File: src/rtl/ysyx_rsv.sv
// Reservation station: holds dispatched micro-ops until both operands are
// available, captures results from the common data bus, and issues the
// oldest ready entry to the ALU.
module ysyx_rsv #(
    parameter int unsigned XLEN    = 32,
    parameter int unsigned RS_SIZE = 4,
    parameter int unsigned TAG_W   = 4
) (
    input  logic                      clock,
    input  logic                      reset,
    input  logic                      flush,
    input  logic                      in_valid,
    output logic                      in_ready,
    input  logic [4:0]                in_alu_op,
    input  logic [XLEN-1:0]           in_op1,
    input  logic [XLEN-1:0]           in_op2,
    input  logic [31:0]               in_imm,
    input  logic [XLEN-1:0]           in_pc,
    input  logic [TAG_W-1:0]          in_qj,
    input  logic [TAG_W-1:0]          in_qk,
    input  logic [TAG_W-1:0]          in_dest,
    input  logic                      cdb_valid,
    input  logic [TAG_W-1:0]          cdb_dest,
    input  logic [XLEN-1:0]           cdb_result,
    output logic                      out_valid,
    input  logic                      out_ready,
    output logic [4:0]                out_alu_op,
    output logic [XLEN-1:0]           out_op1,
    output logic [XLEN-1:0]           out_op2,
    output logic [31:0]               out_imm,
    output logic [XLEN-1:0]           out_pc,
    output logic [TAG_W-1:0]          out_dest,
    output logic [$clog2(RS_SIZE):0]  count
);

    localparam int unsigned IdxW = $clog2(RS_SIZE);
    localparam int unsigned CntW = IdxW + 1;
    localparam logic [IdxW-1:0] AgeMax = IdxW'(RS_SIZE - 1);

    logic [RS_SIZE-1:0] busy_q, busy_d;
    logic [IdxW-1:0]    age_q    [RS_SIZE];
    logic [IdxW-1:0]    age_d    [RS_SIZE];
    logic [4:0]         alu_op_q [RS_SIZE];
    logic [4:0]         alu_op_d [RS_SIZE];
    logic [XLEN-1:0]    op1_q    [RS_SIZE];
    logic [XLEN-1:0]    op1_d    [RS_SIZE];
    logic [XLEN-1:0]    op2_q    [RS_SIZE];
    logic [XLEN-1:0]    op2_d    [RS_SIZE];
    logic [TAG_W-1:0]   qj_q     [RS_SIZE];
    logic [TAG_W-1:0]   qj_d     [RS_SIZE];
    logic [TAG_W-1:0]   qk_q     [RS_SIZE];
    logic [TAG_W-1:0]   qk_d     [RS_SIZE];
    logic [31:0]        imm_q    [RS_SIZE];
    logic [31:0]        imm_d    [RS_SIZE];
    logic [XLEN-1:0]    pc_q     [RS_SIZE];
    logic [XLEN-1:0]    pc_d     [RS_SIZE];
    logic [TAG_W-1:0]   dest_q   [RS_SIZE];
    logic [TAG_W-1:0]   dest_d   [RS_SIZE];

    logic            sel_found;
    logic [IdxW-1:0] sel_idx;
    logic [IdxW-1:0] sel_age;
    logic            free_found;
    logic [IdxW-1:0] free_idx;
    logic [CntW-1:0] busy_cnt;
    logic            accept;
    logic            issue;
    logic            cdb_hit;

    // Pick the oldest ready entry; strict '>' keeps the lowest index on ties.
    always_comb begin
        sel_found = 1'b0;
        sel_idx   = '0;
        sel_age   = '0;
        for (int i = 0; i < int'(RS_SIZE); i++) begin
            if (busy_q[i] && (qj_q[i] == '0) && (qk_q[i] == '0) &&
                (!sel_found || (age_q[i] > sel_age))) begin
                sel_found = 1'b1;
                sel_idx   = IdxW'(i);
                sel_age   = age_q[i];
            end
        end
    end

    // Lowest-index free slot and occupancy count, both from registered state.
    always_comb begin
        free_found = 1'b0;
        free_idx   = '0;
        busy_cnt   = '0;
        for (int i = 0; i < int'(RS_SIZE); i++) begin
            busy_cnt = busy_cnt + CntW'(busy_q[i]);
            if (!busy_q[i] && !free_found) begin
                free_found = 1'b1;
                free_idx   = IdxW'(i);
            end
        end
    end

    // Outputs are driven straight from the selected entry.
    always_comb begin
        in_ready   = free_found;
        out_valid  = sel_found;
        out_alu_op = alu_op_q[sel_idx];
        out_op1    = op1_q[sel_idx];
        out_op2    = op2_q[sel_idx];
        out_imm    = imm_q[sel_idx];
        out_pc     = pc_q[sel_idx];
        out_dest   = dest_q[sel_idx];
        count      = busy_cnt;
    end

    // Next state: wakeup, ageing, issue clear, accept with bypass, then flush.
    always_comb begin
        accept  = in_valid && free_found;
        issue   = sel_found && out_ready;
        cdb_hit = cdb_valid && (cdb_dest != '0);

        busy_d   = busy_q;
        age_d    = age_q;
        alu_op_d = alu_op_q;
        op1_d    = op1_q;
        op2_d    = op2_q;
        qj_d     = qj_q;
        qk_d     = qk_q;
        imm_d    = imm_q;
        pc_d     = pc_q;
        dest_d   = dest_q;

        for (int i = 0; i < int'(RS_SIZE); i++) begin
            if (busy_q[i] && !(issue && (sel_idx == IdxW'(i)))) begin
                if (cdb_hit && (qj_q[i] == cdb_dest)) begin
                    op1_d[i] = cdb_result;
                    qj_d[i]  = '0;
                end
                if (cdb_hit && (qk_q[i] == cdb_dest)) begin
                    op2_d[i] = cdb_result;
                    qk_d[i]  = '0;
                end
                if (accept && (age_q[i] != AgeMax)) begin
                    age_d[i] = age_q[i] + 1'b1;
                end
            end
        end

        if (issue) begin
            busy_d[sel_idx] = 1'b0;
        end

        if (accept) begin
            busy_d[free_idx]   = 1'b1;
            age_d[free_idx]    = '0;
            alu_op_d[free_idx] = in_alu_op;
            imm_d[free_idx]    = in_imm;
            pc_d[free_idx]     = in_pc;
            dest_d[free_idx]   = in_dest;
            // A result broadcast in the dispatch cycle would otherwise be missed.
            if (cdb_hit && (in_qj == cdb_dest)) begin
                op1_d[free_idx] = cdb_result;
                qj_d[free_idx]  = '0;
            end else begin
                op1_d[free_idx] = in_op1;
                qj_d[free_idx]  = in_qj;
            end
            if (cdb_hit && (in_qk == cdb_dest)) begin
                op2_d[free_idx] = cdb_result;
                qk_d[free_idx]  = '0;
            end else begin
                op2_d[free_idx] = in_op2;
                qk_d[free_idx]  = in_qk;
            end
        end

        if (flush) begin
            busy_d = '0;
            for (int i = 0; i < int'(RS_SIZE); i++) begin
                age_d[i] = '0;
            end
        end
    end

    // State registers; reset also clears contents so out_* read zero afterwards.
    always_ff @(posedge clock) begin
        if (!reset) begin
            busy_q <= '0;
            for (int i = 0; i < int'(RS_SIZE); i++) begin
                age_q[i]    <= '0;
                alu_op_q[i] <= '0;
                op1_q[i]    <= '0;
                op2_q[i]    <= '0;
                qj_q[i]     <= '0;
                qk_q[i]     <= '0;
                imm_q[i]    <= '0;
                pc_q[i]     <= '0;
                dest_q[i]   <= '0;
            end
        end else begin
            busy_q   <= busy_d;
            age_q    <= age_d;
            alu_op_q <= alu_op_d;
            op1_q    <= op1_d;
            op2_q    <= op2_d;
            qj_q     <= qj_d;
            qk_q     <= qk_d;
            imm_q    <= imm_d;
            pc_q     <= pc_d;
            dest_q   <= dest_d;
        end
    end

endmodule

File: config.mk
export PLATFORM = sky130hd
export DESIGN_NAME = ysyx_rsv
export DESIGN_NICKNAME = d
export VERILOG_FILES = /design/src/rtl/ysyx_rsv.sv
export SDC_FILE = /design/constraint.sdc
export NUM_CORES = 2
export LEC_CHECK = 0
export ABC_AREA = 1
export BUFFER_PORTS_ARGS = -buffer_cell sky130_fd_sc_hd__buf_2
export CAP_MARGIN = 10
export CORE_ASPECT_RATIO = 1.5
export CORE_MARGIN = 2
export CORE_UTILIZATION = 30
export CTS_BUF_LIST = sky130_fd_sc_hd__clkbuf_16
export CTS_CLUSTER_DIAMETER = 100
export DETAILED_ROUTE_END_ITERATION = 16
export SLEW_MARGIN = 20
export SYNTH_ARGS = -nofsm -noshare
export SYNTH_HDL_FRONTEND = slang
export SYNTH_SLANG_ARGS = --single-unit
File: constraint.sdc
create_clock -name clock -period 5.2 [get_ports clock]
set_input_delay 0.26 -clock clock [delete_from_list [all_inputs] [get_ports clock]]
set_output_delay 0.26 -clock clock [all_outputs]
set_load 0.005 [all_outputs]
==> results.py <==
metrics = {
    "status": {
        "status": "finished, violations left",
        "violations": "setup timing",
    },
    "worst_setup_path": {
        "cp-start-kind": "register",
        "ff2ff_setup_slack_ns": 0.22,
        "path_max_fanout": 13,
        "critPathKind": "register to output port",
        "timing.critical_path.mode_cell": "inv_2",
        "end_kind": "output port",
        "r2r_end": "op1_q[83]",
        "crit_slowest_cell": "dfxtp_2",
        "reg2reg_depth": 35,
        "cp.required_ns": 4.94,
        "critPathMaxStageDelay_ns": 0.31,
        "cp.arrival_ns": 5.10,
        "timing.rr.start": "qj_q[15]",
    },
    "timing": {
        "fmax_ghz": 0.186,
        "relSlewSlack_pct": 20.3,
        "finalWorstSetupSlack_ns": -0.164,
        "period_needed_ns": 5.36,
        "rsz0062_at_grt": "true",
        "drv_slew": 0,
        "setup_viol": 131,
        "fin_skew_ns": 0.0369,
        "final-hold-violation-count": 0,
        "period_share_pct": 103,
        "tightest_slew_ns": 1.19,
    },
    "detailed_routing": {
        "detail-route-antenna-nets": 0,
        "drtPass1Iterations": 8,
        "drc": 0,
        "drt_iter0_markers": 4702,
        "vias": 39500,
        "wl_per_cell_um": 22.6,
        "via_per_inst": 5.74,
        "drt_wl_total_mm": 156,
    },
    "pwr": {
        "peakVddDrop_v": 0.000284,
        "p_leak_nw": 17.8,
        "p_per_area_nw_per_um2": 255,
    },
    "die": {
        "die-area_um2": 115000,
        "die_w_um": 278,
        "core_um2": 111000,
        "initial_core_util_pct": 30.2,
        "fp.dieH_um": 414,
        "core.rowCount": 150,
        "pin_count": 329,
    },
    "global_route": {
        "grt_pass1_wl_mm": 230,
        "met1_usage_pct": 29.6,
        "use_met3_pct": 5.68,
        "grt_pass1_vias": 37700,
        "track_usage_pct": 25.6,
        "grt_max_degree": 175,
        "overflow": 0,
        "grt_use_met2_pct": 43.2,
        "antenna_found_initial": 17,
        "top_usage_layer": "met2",
    },
    "yosys": {
        "synth_fa_ha_area_share_pct": 0.580,
        "ys_seq_area_share_pct": 35.2,
        "syn-num-nets": 5395,
        "syn_area_um2": 33700,
        "synthCells": 5193,
        "post-synth-top-area-cell": "dfxtp_1",
        "synth_compound_area_share_pct": 24.1,
        "ys_types": 42,
        "synth_top_family_by_area": "simple AND/OR/NAND/NOR gates",
        "synth_seq_cells": 592,
        "synthMuxAreaShare_pct": 0,
        "synth_simple_gate_area_share_pct": 28.5,
        "synthDominantCellAreaShare_pct": 35.2,
        "synth_area_leaders": "dfxtp_1, o21ai_0, nand2_1",
        "avgSynthCellArea_um2": 6.48,
        "ys_warn_count": 0,
        "synth_xor_area_share_pct": 0.858,
    },
    "layout": {
        "mostFrequentLayoutCell": "nand2_1",
        "fin_cells": 6875,
        "drive_gt1_share_pct": 18.4,
        "fin_util_pct": 39.1,
        "area_growth_pct": 29.5,
        "layout_common_cells": "nand2_1, o21ai_0, nor2_1",
        "finalNetCount": 5579,
        "fill_cells": 11600,
    },
    "clocking": {
        "clk_latency_ns": 0.66,
        "cts_root_buf": "clkbuf_16",
        "cts_max_level": 3,
        "clock_sinks": 592,
        "cts_tree": "built",
        "numCtsBuffers": 71,
        "cts_max_path_buffers": 3,
        "clk_pin_slew_ns": 0.06,
    },
    "placement": {
        "gp_congestion": 0.879,
        "dp_cells": 6583,
        "port_buffers": 328,
        "dp_slack_ns": 0.0850,
        "dp_hpwl_mm": 86.7,
    },
    "hold_path": {
        "worstHoldPathType": "primary input to register",
        "min_from": "in_qk[2]",
        "min_to": "qk_q[10]",
        "holdPathStages": 5,
    },
    "run": {
        "maxCapViolations": 0,
    },
}
==> worst max-delay path by stage <==
stage	start	endpoint	slack, ns	cells after the start
3_3_place_gp	qj_q[15]	out_op2[31]	0.04	32
2_1_floorplan	busy_q[0]	out_dest[0]	0.40	34
5_1_grt	qj_q[15]	out_alu_op[1]	-0.43	36
3_5_place_dp	qj_q[15]	out_op2[31]	0.09	32
6_report	qj_q[15]	out_imm[20]	-0.16	33
4_1_cts	qj_q[15]	out_alu_op[1]	-0.16	38
==> stage by stage <==
step                TNS, ns  instance area [µm²]  total power, W  hold slack [ns]
floorplan                 0                33700         0.00558            0.395
global placement          0                36800         0.00607            0.442
detailed placement        0                36800         0.00609            0.448
CTS                  -14.42                42800          0.0111           0.0112
global route         -51.02                43600          0.0115           0.0589
finish               -11.85                43600          0.0111           0.0416
==> report_power, final <==
part / internal (W) / switching, W / total (W)
Clock: 0.00270 / 0.00218 / 0.00488
Combinational: 0.000530 / 0.000897 / 0.00143
Sequential: 0.00469 / 0.000125 / 0.00481
==> critical path, delay by kind of cell, from the launching register on <==
kind	cells	cell delay (ns)
AND/OR/NAND/NOR	12	1.29
AO/OA/AOI/OAI	7	0.76
buffers and inverters	11	1.25
adder cells (fa/ha/maj)	3	0.83
flip-flops	1	0.31
==> cell families (layout without fill, tap and decap cells) <==
family                     count (synthesis)  in the layout
AOI/OAI and AO/OA                       1451           1451
xor gates and xnor gates                  33             33
other                                      0              4
adders and majority gates                 15             15
and+or+nand+nor                         2223           2223
buffers and inverters                    879           1113
DFF                                      592            592
==> repair_timing <==
| item | 4_1_cts | 5_1_grt |
|---|---|---|
| resized for setup | 378 | 137 |
| hold buffers | 76 | 0 |
| pin swaps | 71 | 45 |
| setup endpoints to repair | 137 | 199 |
| setup buffers | 46 | 22 |
| cloned | 30 | 8 |
| hold endpoints to repair | 297 | 0 |
==> per-layer routing <==
metal | vias up | share of wire, %
li1 | 18000 | -
met1 | 18600 | 38
met2 | 2267 | 47
met3 | 569 | 9.4
met4 | 24 | 5.8
met5 | - | 0.097
==> cell usage after synthesis <==
cell type,count
nand2_1,881
o21ai_0,747
dfxtp_1,592
nor2_1,592
nand3_1,568
a21oi_1,372
clkbuf_1,346
inv_1,343
nand4_1,139
o2111ai_1,137
o211ai_1,123
buf_2,98
o21ai_1,64
buf_1,33
buf_4,28
xor2_1,22
inv_2,16
ha_1,14
buf_6,13
xnor2_1,11
nand3_2,6
nor2_2,6
nand2_2,5
nand3b_1,4
nor3_1,4
nor3_2,4
nor4_2,4
a21boi_0,2
nor2_4,2
nor4_1,2
o21bai_1,2
or2_0,2
or2_2,2
a211oi_1,1
a21oi_4,1
clkinv_1,1
fa_1,1
inv_4,1
nand2_4,1
o21ai_4,1
o31ai_1,1
or2_1,1
==> state kept, by name, summed over array words and instances, names as in the netlist <==
signal	flops
pc_q	128
busy_q	4
op2_q	128
dest_q	16
age_q	8
qk_q	16
op1_q	128
qj_q	16
imm_q	128
alu_op_q	20
==> cell type report <==
cell class,instances,area (µm²),share of cell area (%)
inverters,361,1400,3.21
multi-input cells,3722,20300,46.6
diodes,4,10.0,0.0230
flip-flops and latches,592,11900,27.2
clock buffers,75,1880,4.30
well taps,1444,1810,4.14
repair buffers,629,6020,13.8
clock inverters,48,290,0.666
Power figures use the tool's default switching activity.
